<file path="src/rtl/instr_fetch.sv">
// Single-outstanding instruction fetch stage: issues word reads, latches the returned
// instruction, and handles redirects and downstream stalls.
module instr_fetch #(
    parameter logic [31:0] RESET_PC = 32'h0000_0000
) (
    input  logic        clk,
    input  logic        rst,
    output logic        imem_req,
    output logic [31:0] imem_addr,
    input  logic        imem_ready,
    input  logic [31:0] imem_rdata,
    input  logic        redirect,
    input  logic [31:0] redirect_pc,
    input  logic        stall,
    output logic        instr_valid,
    output logic [31:0] instr,
    output logic [6:0]  opcode,
    output logic [31:0] pc
);

    typedef enum logic [1:0] {
        BOOT  = 2'd0,
        FETCH = 2'd1,
        ISSUE = 2'd2,
        FLUSH = 2'd3
    } state_e;

    state_e      state_q,      state_d;
    logic [31:0] fetch_pc_q,   fetch_pc_d;
    logic [31:0] pending_pc_q, pending_pc_d;
    logic [31:0] instr_q,      instr_d;
    logic [31:0] pc_q,         pc_d;
    logic        valid_q,      valid_d;
    logic [31:0] target;

    assign target = {redirect_pc[31:2], 2'b00};

    always_comb begin
        // NOTE: every next-state signal gets a hold default first, so no path can infer a latch.
        state_d      = state_q;
        fetch_pc_d   = fetch_pc_q;
        pending_pc_d = pending_pc_q;
        instr_d      = instr_q;
        pc_d         = pc_q;
        valid_d      = valid_q;

        unique case (state_q)
            BOOT: begin
                state_d = FETCH;
                if (redirect) fetch_pc_d = target;
            end
            FETCH: begin
                if (redirect) begin
                    valid_d = 1'b0;
                    if (imem_ready) begin
                        fetch_pc_d = target;
                    end else begin
                        // The request is still in flight: keep its address on the bus.
                        pending_pc_d = target;
                        state_d      = FLUSH;
                    end
                end else if (imem_ready) begin
                    instr_d    = imem_rdata;
                    pc_d       = fetch_pc_q;
                    valid_d    = 1'b1;
                    fetch_pc_d = fetch_pc_q + 32'd4;
                    state_d    = ISSUE;
                end
            end
            ISSUE: begin
                if (redirect) begin
                    valid_d    = 1'b0;
                    fetch_pc_d = target;
                    state_d    = FETCH;
                end else if (!stall) begin
                    valid_d = 1'b0;
                    state_d = FETCH;
                end
            end
            FLUSH: begin
                if (redirect) begin
                    pending_pc_d = target;
                end else if (imem_ready) begin
                    fetch_pc_d = pending_pc_q;
                    state_d    = FETCH;
                end
            end
            default: state_d = BOOT;
        endcase
    end

    always_ff @(posedge clk) begin
        // NOTE: state registers use non-blocking assignments so all updates see pre-edge values.
        if (rst) begin
            state_q      <= BOOT;
            fetch_pc_q   <= RESET_PC;
            pending_pc_q <= RESET_PC;
            instr_q      <= 32'h0;
            pc_q         <= RESET_PC;
            valid_q      <= 1'b0;
        end else begin
            state_q      <= state_d;
            fetch_pc_q   <= fetch_pc_d;
            pending_pc_q <= pending_pc_d;
            instr_q      <= instr_d;
            pc_q         <= pc_d;
            valid_q      <= valid_d;
        end
    end

    assign imem_req    = (state_q == FETCH) || (state_q == FLUSH);
    assign imem_addr   = fetch_pc_q;
    assign instr_valid = valid_q;
    assign instr       = instr_q;
    assign opcode      = instr_q[6:0];
    assign pc          = pc_q;

endmodule
</file>
<file path="config.mk">
export PLATFORM = sky130hd
export DESIGN_NAME = instr_fetch
export DESIGN_NICKNAME = d
export VERILOG_FILES = /design/src/rtl/instr_fetch.sv
export SDC_FILE = /design/constraint.sdc
export NUM_CORES = 1
export LEC_CHECK = 0
export BUFFER_PORTS_ARGS = -buffer_cell sky130_fd_sc_hd__buf_4
export CAP_MARGIN = 40
export CELL_PAD_IN_SITES_DETAIL_PLACEMENT = 0
export CELL_PAD_IN_SITES_GLOBAL_PLACEMENT = 1
export CORE_MARGIN = 3
export CORE_UTILIZATION = 39
export DETAILED_ROUTE_END_ITERATION = 6
export GPL_TIMING_DRIVEN = 0
export PLACE_DENSITY_LB_ADDON = 0.1
export SLEW_MARGIN = 20
export SYNTH_ARGS = -nofsm -noshare
export SYNTH_HDL_FRONTEND = slang
export SYNTH_SLANG_ARGS = --single-unit
</file>
<file path="constraint.sdc">
create_clock -name clk -period 4.6 [get_ports clk]
set_input_delay 0.92 -clock clk [delete_from_list [all_inputs] [get_ports clk]]
set_output_delay 0.92 -clock clk [all_outputs]
set_load 0.05 [all_outputs]
</file>
======== Word level (Yosys, flattened, before mapping) ========
Index checks and enable logic that the tools add are counted.
cells by class
  $lt $le $gt $ge ......................... 0
  mux-type cells .......................... 23
  add/subtract/negate cells ............... 1
  reduce and logical (&&, ||, !) cells .... 10
  multipliers ............................. 0
  bitwise gates (word level) .............. 1
  div/mod/pow operators ................... 0
  equal/unequal tests ..................... 13
  shifts and indexed selects .............. 0
operator list
  kind                                            count
  two-way mux 32 bit                              8
  one-hot mux 32 bit (3 select lines)             1
  one-hot mux 32 bit (2 select lines)             1
  adder 32 x 3 -> 32 bit (second input constant)  1
  two-way mux 2 bit                               7
  != test 2 bit (second input constant)           6
  != test 3 bit (second input constant)           3
  one-hot mux 2 bit (4 select lines)              1
  AND reduction 4 bit                             2
  AND reduction 3 bit                             2
  AND reduction 5 bit                             1
  == test 2 bit (second input constant)           2
  two-way mux 1 bit                               4
  nonzero test 2 bit                              2
  == test 2 x 1 -> 1 bit (second input constant)  1
  logical NOT 2 bit                               1
  != test 2 x 1 -> 1 bit (second input constant)  1
  one-hot mux 1 bit (2 select lines)              1
  OR reduction 2 bit                              1
  logical OR 1 bit                                1
  inverter 1 bit                                  1
storage, ports and cells
  memory bits (writable) .................. 0
  latch bits .............................. 0
  word-level logic and storage cells ...... 54
  register bits after elaboration ......... 131
  memories kept ........................... 0
  ROM bits ................................ 0
  input port bits ......................... 69

======== Logic depth before layout (Yosys ltp) ========
  depth in word-level cells ............... 4
  depth in mapped cells ................... 7
  gate-level depth less buffers ........... 6

======== Worst setup path before layout ========
Ideal clock, no wire load.
  kind .................................... register to register
  start ................................... register fetch_pc_q[8], in the netlist imem_addr[8]
  end ..................................... register fetch_pc_q[23], in the netlist imem_addr[23]
  cell stages (with the launch flop) ...... 7
  arrival time ............................ 2134 ps
  slack ................................... 2380 ps
  buffers on the path ..................... 1
  cell sequence ........................... dfxtp_1 -> clkbuf_2 -> nand4_4 -> nor4_4 -> nand4_1 -> xor2_1 -> a221oi_2
on the way
  longest elaborated chain between the ends .. 4
ends and longest elaborated chain
  item                                 line  RTL
  start: declaration                   29    logic [31:0] fetch_pc_q, fetch_pc_d;
  start signal: assignment             103   fetch_pc_q <= fetch_pc_d;
  adder 32 x 3 -> 32 bit               66    fetch_pc_d = fetch_pc_q + 32'd4;
  two-way mux 32 bit                   62    end else if (imem_ready) begin
  two-way mux 32 bit                   53    if (redirect) begin
  one-hot mux 32 bit (3 select lines)  47    unique case (state_q)
Every way passes these cells. The select of a mux whose other input is x is not followed.
A chain may end at the register's enable or synchronous reset.

======== Worst setup path after layout ========
  start ................................... input port redirect
  end ..................................... register fetch_pc_q[23], in the netlist imem_addr[23]
on the way
  longest elaborated chain between the ends .. 2
  elaborated cells on any way between the ends .. 5
  those cells by class .................... 2 x eq/ne; 2 x mux; 1 x reduce/logical
ends and longest elaborated chain
  item                                                                        line  RTL
  start: declaration                                                          12    input logic redirect,
  two-way mux 32 bit, or another cell as far along                            53
  one-hot mux 32 bit (3 select lines) or AND reduction 4 bit (tied branches)  n/a
Several ways; a longest one is shown, not always the timed one.

==> out/qor.tcl <==
set qor(outcome) {complete, no violations}
set qor(synth.avg_cell_area_um2) 7.60
set qor(antenna-diode-count) 0
set qor(routed_via_density) 5.34
set qor(synth-edff-count) 0
set qor(number_of_nets_with_antenna_violations_after_routing) 0
set qor(fin_skew_ns) 0.00669
set qor(cts.sinks) 125
set qor(die_height_um) 127
set qor(max_freq_mhz) 419
set qor(area_share_of_the_leading_cell_type_in_the_synthesized_netlist_pct) 44.0
set qor(topRoutingLayerUsed) {met4}
set qor(grtUsageTotal_pct) 24.3
set qor(worstHoldPathType) {flip-flop to flip-flop}
set qor(finalSetupTns_ns) 0
set qor(switchingPower_mw) 0.934
set qor(grt_first_pass_wirelength_um) 31100
set qor(worst_setup_path_startpoint) {redirect}
set qor(synthDominantAreaCellType) {sky130_fd_sc_hd__dfxtp_1}
set qor(numPortBuffers) 166
set qor(hpwl_um) 14800
set qor(clock_tree.htree_level_count) 4
set qor(cts_tree) {yes}
set qor(critical_path_peak_fanout) 10
set qor(seq_area_frac_synth_pct) 44.0
set qor(worst_skew_pair.late_latency_ns) 0.42
set qor(netSwitchingFraction_pct) 29.2
set qor(ys_warn_count) 0
set qor(met3WireLength_um) 1500
set qor(setup.worst_path.start_class) {primary input}
set qor(initial_core_utilization_pct) 40.3
set qor(cap_violations) 0
set qor(wl_met2_um) 9210
set qor(fin_crit_ns) 2.39
set qor(final_layout_size_suffix_gt1_share_pct) 23.8
set qor(detailedRoute.firstPassIterationCount) 7
set qor(number_of_synthesized_register_bits) 125
set qor(p_int_mw) 2.27
set qor(cts.repair_timing.setup_buffer_count) 0
set qor(tritoncts.num_buffers) 17
set qor(power.combinational.fraction_pct) 17.5
set qor(ys_async_sr_fraction_pct) 0
set qor(wl_per_cell_um) 17.7
set qor(layout-area-overhead-vs-synth_pct) 37.3
set qor(p_total_mw) 3.20
set qor(drcViolationCount) 0
set qor(worst_pin_slew_ns) 0.732
set qor(yosys-top-cells-area) {sky130_fd_sc_hd__dfxtp_1, sky130_fd_sc_hd__nand2_1, sky130_fd_sc_hd__a21oi_1}
set qor(r2r_start) {imem_addr[2]}
set qor(wl_met1_um) 9070
set qor(post_synth_num_cell_types) 55
set qor(grt_pass1_vias) 5641
set qor(flip_flop_cell_with_the_highest_count_after_synthesis) {sky130_fd_sc_hd__dfxtp_1}
set qor(vdd_drop_max_v) 0.000257
set qor(initial_antenna_violation_count) 0
set qor(synth_area_um2) 5690
set qor(design.die.area_um2) 16100
set qor(seq_power_share_pct) 37.7
set qor(die_x_um) 127
set qor(core_um2) 14100
set qor(floorplan.io_pins) 174
set qor(setup_slack_ns) 2.21
set qor(finalHoldViolations) 0
set qor(cts_max_path_buffers) 2
set qor(synthesized_instance_count) 748
set qor(mostFrequentLayoutCells) {sky130_fd_sc_hd__nand2_1, sky130_fd_sc_hd__buf_4, sky130_fd_sc_hd__a21oi_1}
set qor(grt-ovfl-total) 0
set qor(required_ns) 4.93
set qor(report.final.setup_viol) 0
set qor(pwr_density_cell_nw_per_um2) 410
set qor(setup.worst_path.class) {primary input to flip-flop}
set qor(max-slew-margin-rel_pct) 51.0
set qor(hold_path.startpoint) {pending_pc_q[9]}
set qor(row_count) 43
set qor(worstPathArrival_ns) 2.72
set qor(drv_slew) 0
set qor(p_clk_share_pct) 44.7
set qor(routed-via-count) 6030
set qor(cts_hold_buffers) 0
set qor(grt_setup_unrepaired) {false}
set qor(detail_route.iter0.violations) 407
set qor(finalWirelength_um) 20000
set qor(endpoint_kind) {flip-flop}
set qor(grt_start_max_net_pins) 17
set qor(leakage_nw) 3.14
set qor(final_cycle_utilization_of_the_critical_path_pct) 51.9
set qor(cts_resized) 0
set qor(gp_congestion) 0.904
set qor(clock-root-buffer) {sky130_fd_sc_hd__clkbuf_16}
set qor(nets) 1007
set qor(fin_hold_ws_ns) 0.450
set qor(worst_slack_after_detailed_placement_ns) 1.76
set qor(clk_pin_slew_worst_paths_ns) 0.06
set qor(layout.cells.most_common) {sky130_fd_sc_hd__nand2_1}
## critical path, cell delays in order
cell                       delay (ns)
sky130_fd_sc_hd__buf_4           0.12
sky130_fd_sc_hd__clkbuf_1        0.18
sky130_fd_sc_hd__nor2_1          0.22
sky130_fd_sc_hd__a21o_1          0.13
sky130_fd_sc_hd__buf_2           0.22
sky130_fd_sc_hd__clkbuf_1        0.53
sky130_fd_sc_hd__nand2_1         0.16
sky130_fd_sc_hd__a221oi_2        0.23
## layer usage
metal / global-route usage [%] / up-vias
li1: - / 2958
met1: 33.7 / 2801
met2: 38.4 / 256
met3: 5.39 / 15
met4: 6.31 / 0
met5: 0 / -
## registers in the layout, indices dropped and copies added (netlist names)
signal        cells
imem_addr        30
instr            32
instr_valid       1
pc               30
pending_pc_q     30
state_q           2
## path summary, 6_finish.rpt
| kind | endpoint | depth (start not counted) | slack (ns) |
|---|---|---|---|
| hold / removal | pending_pc_q[9] | 2 | 0.45 |
| setup reg to reg | imem_addr[18] | 6 | 2.28 |
| hold reg to reg | pending_pc_q[9] | 2 | 0.45 |
| setup / recovery | imem_addr[23] | 8 | 2.21 |
## layout make-up
type                    count  area, µm²
well taps                 180        225
inverters                  16       60.1
repair buffers            167       1250
plain buffers              69        313
flip-flops and latches    125       2500
fillers                  1379       6290
clock inverters            10        163
multi-input cells         541       2820
clock buffers              21        470
## cell usage after synthesis (4+ instances only)
master	number
sky130_fd_sc_hd__nand2_1	209
sky130_fd_sc_hd__a21oi_1	135
sky130_fd_sc_hd__dfxtp_1	125
sky130_fd_sc_hd__clkbuf_1	45
sky130_fd_sc_hd__nor2_1	32
sky130_fd_sc_hd__xor2_1	17
sky130_fd_sc_hd__inv_1	16
sky130_fd_sc_hd__nand4_1	15
sky130_fd_sc_hd__o21ai_0	15
sky130_fd_sc_hd__a221oi_1	14
sky130_fd_sc_hd__buf_4	11
sky130_fd_sc_hd__nor3_1	11
sky130_fd_sc_hd__o221ai_1	10
sky130_fd_sc_hd__a211oi_1	9
sky130_fd_sc_hd__nand3_1	8
sky130_fd_sc_hd__buf_2	7
sky130_fd_sc_hd__o211ai_1	6
sky130_fd_sc_hd__a21o_1	4
sky130_fd_sc_hd__nand2b_1	4
sky130_fd_sc_hd__o21a_1	4
sky130_fd_sc_hd__xnor2_1	4
## power by group through the flow
stage / combinational (mW) / sequential, mW / clock [mW]
global route: 0.600 / 1.21 / 1.50
global placement: 0.552 / 1.23 / 0
CTS: 0.559 / 1.21 / 1.45
detailed placement: 0.557 / 1.23 / 0
finish: 0.561 / 1.21 / 1.43
floorplan: 0.218 / 1.35 / 0
## per-stage QoR
stage / util [%] / area [µm²] / std cells
finish: 55.4 / 7810 / 1129
global route: 55.4 / 7810 / 1129
CTS: 55.3 / 7800 / 1128
detailed placement: 50.9 / 7170 / 1097
global placement: 50.9 / 7170 / 1097
floorplan: - / 5700 / 751
## cell families after synthesis
group,Yosys count,share of synthesized area (%)
flip-flops,125,44.0
buffers and inverters,85,6.56
other,1,0.0660
AND/OR/NAND/NOR,296,22.5
adder cells (fa/ha/maj),1,0.220
AO/OA/AOI/OAI,219,23.4
XOR/XNOR,21,3.23
Power figures use the tool's default switching activity.
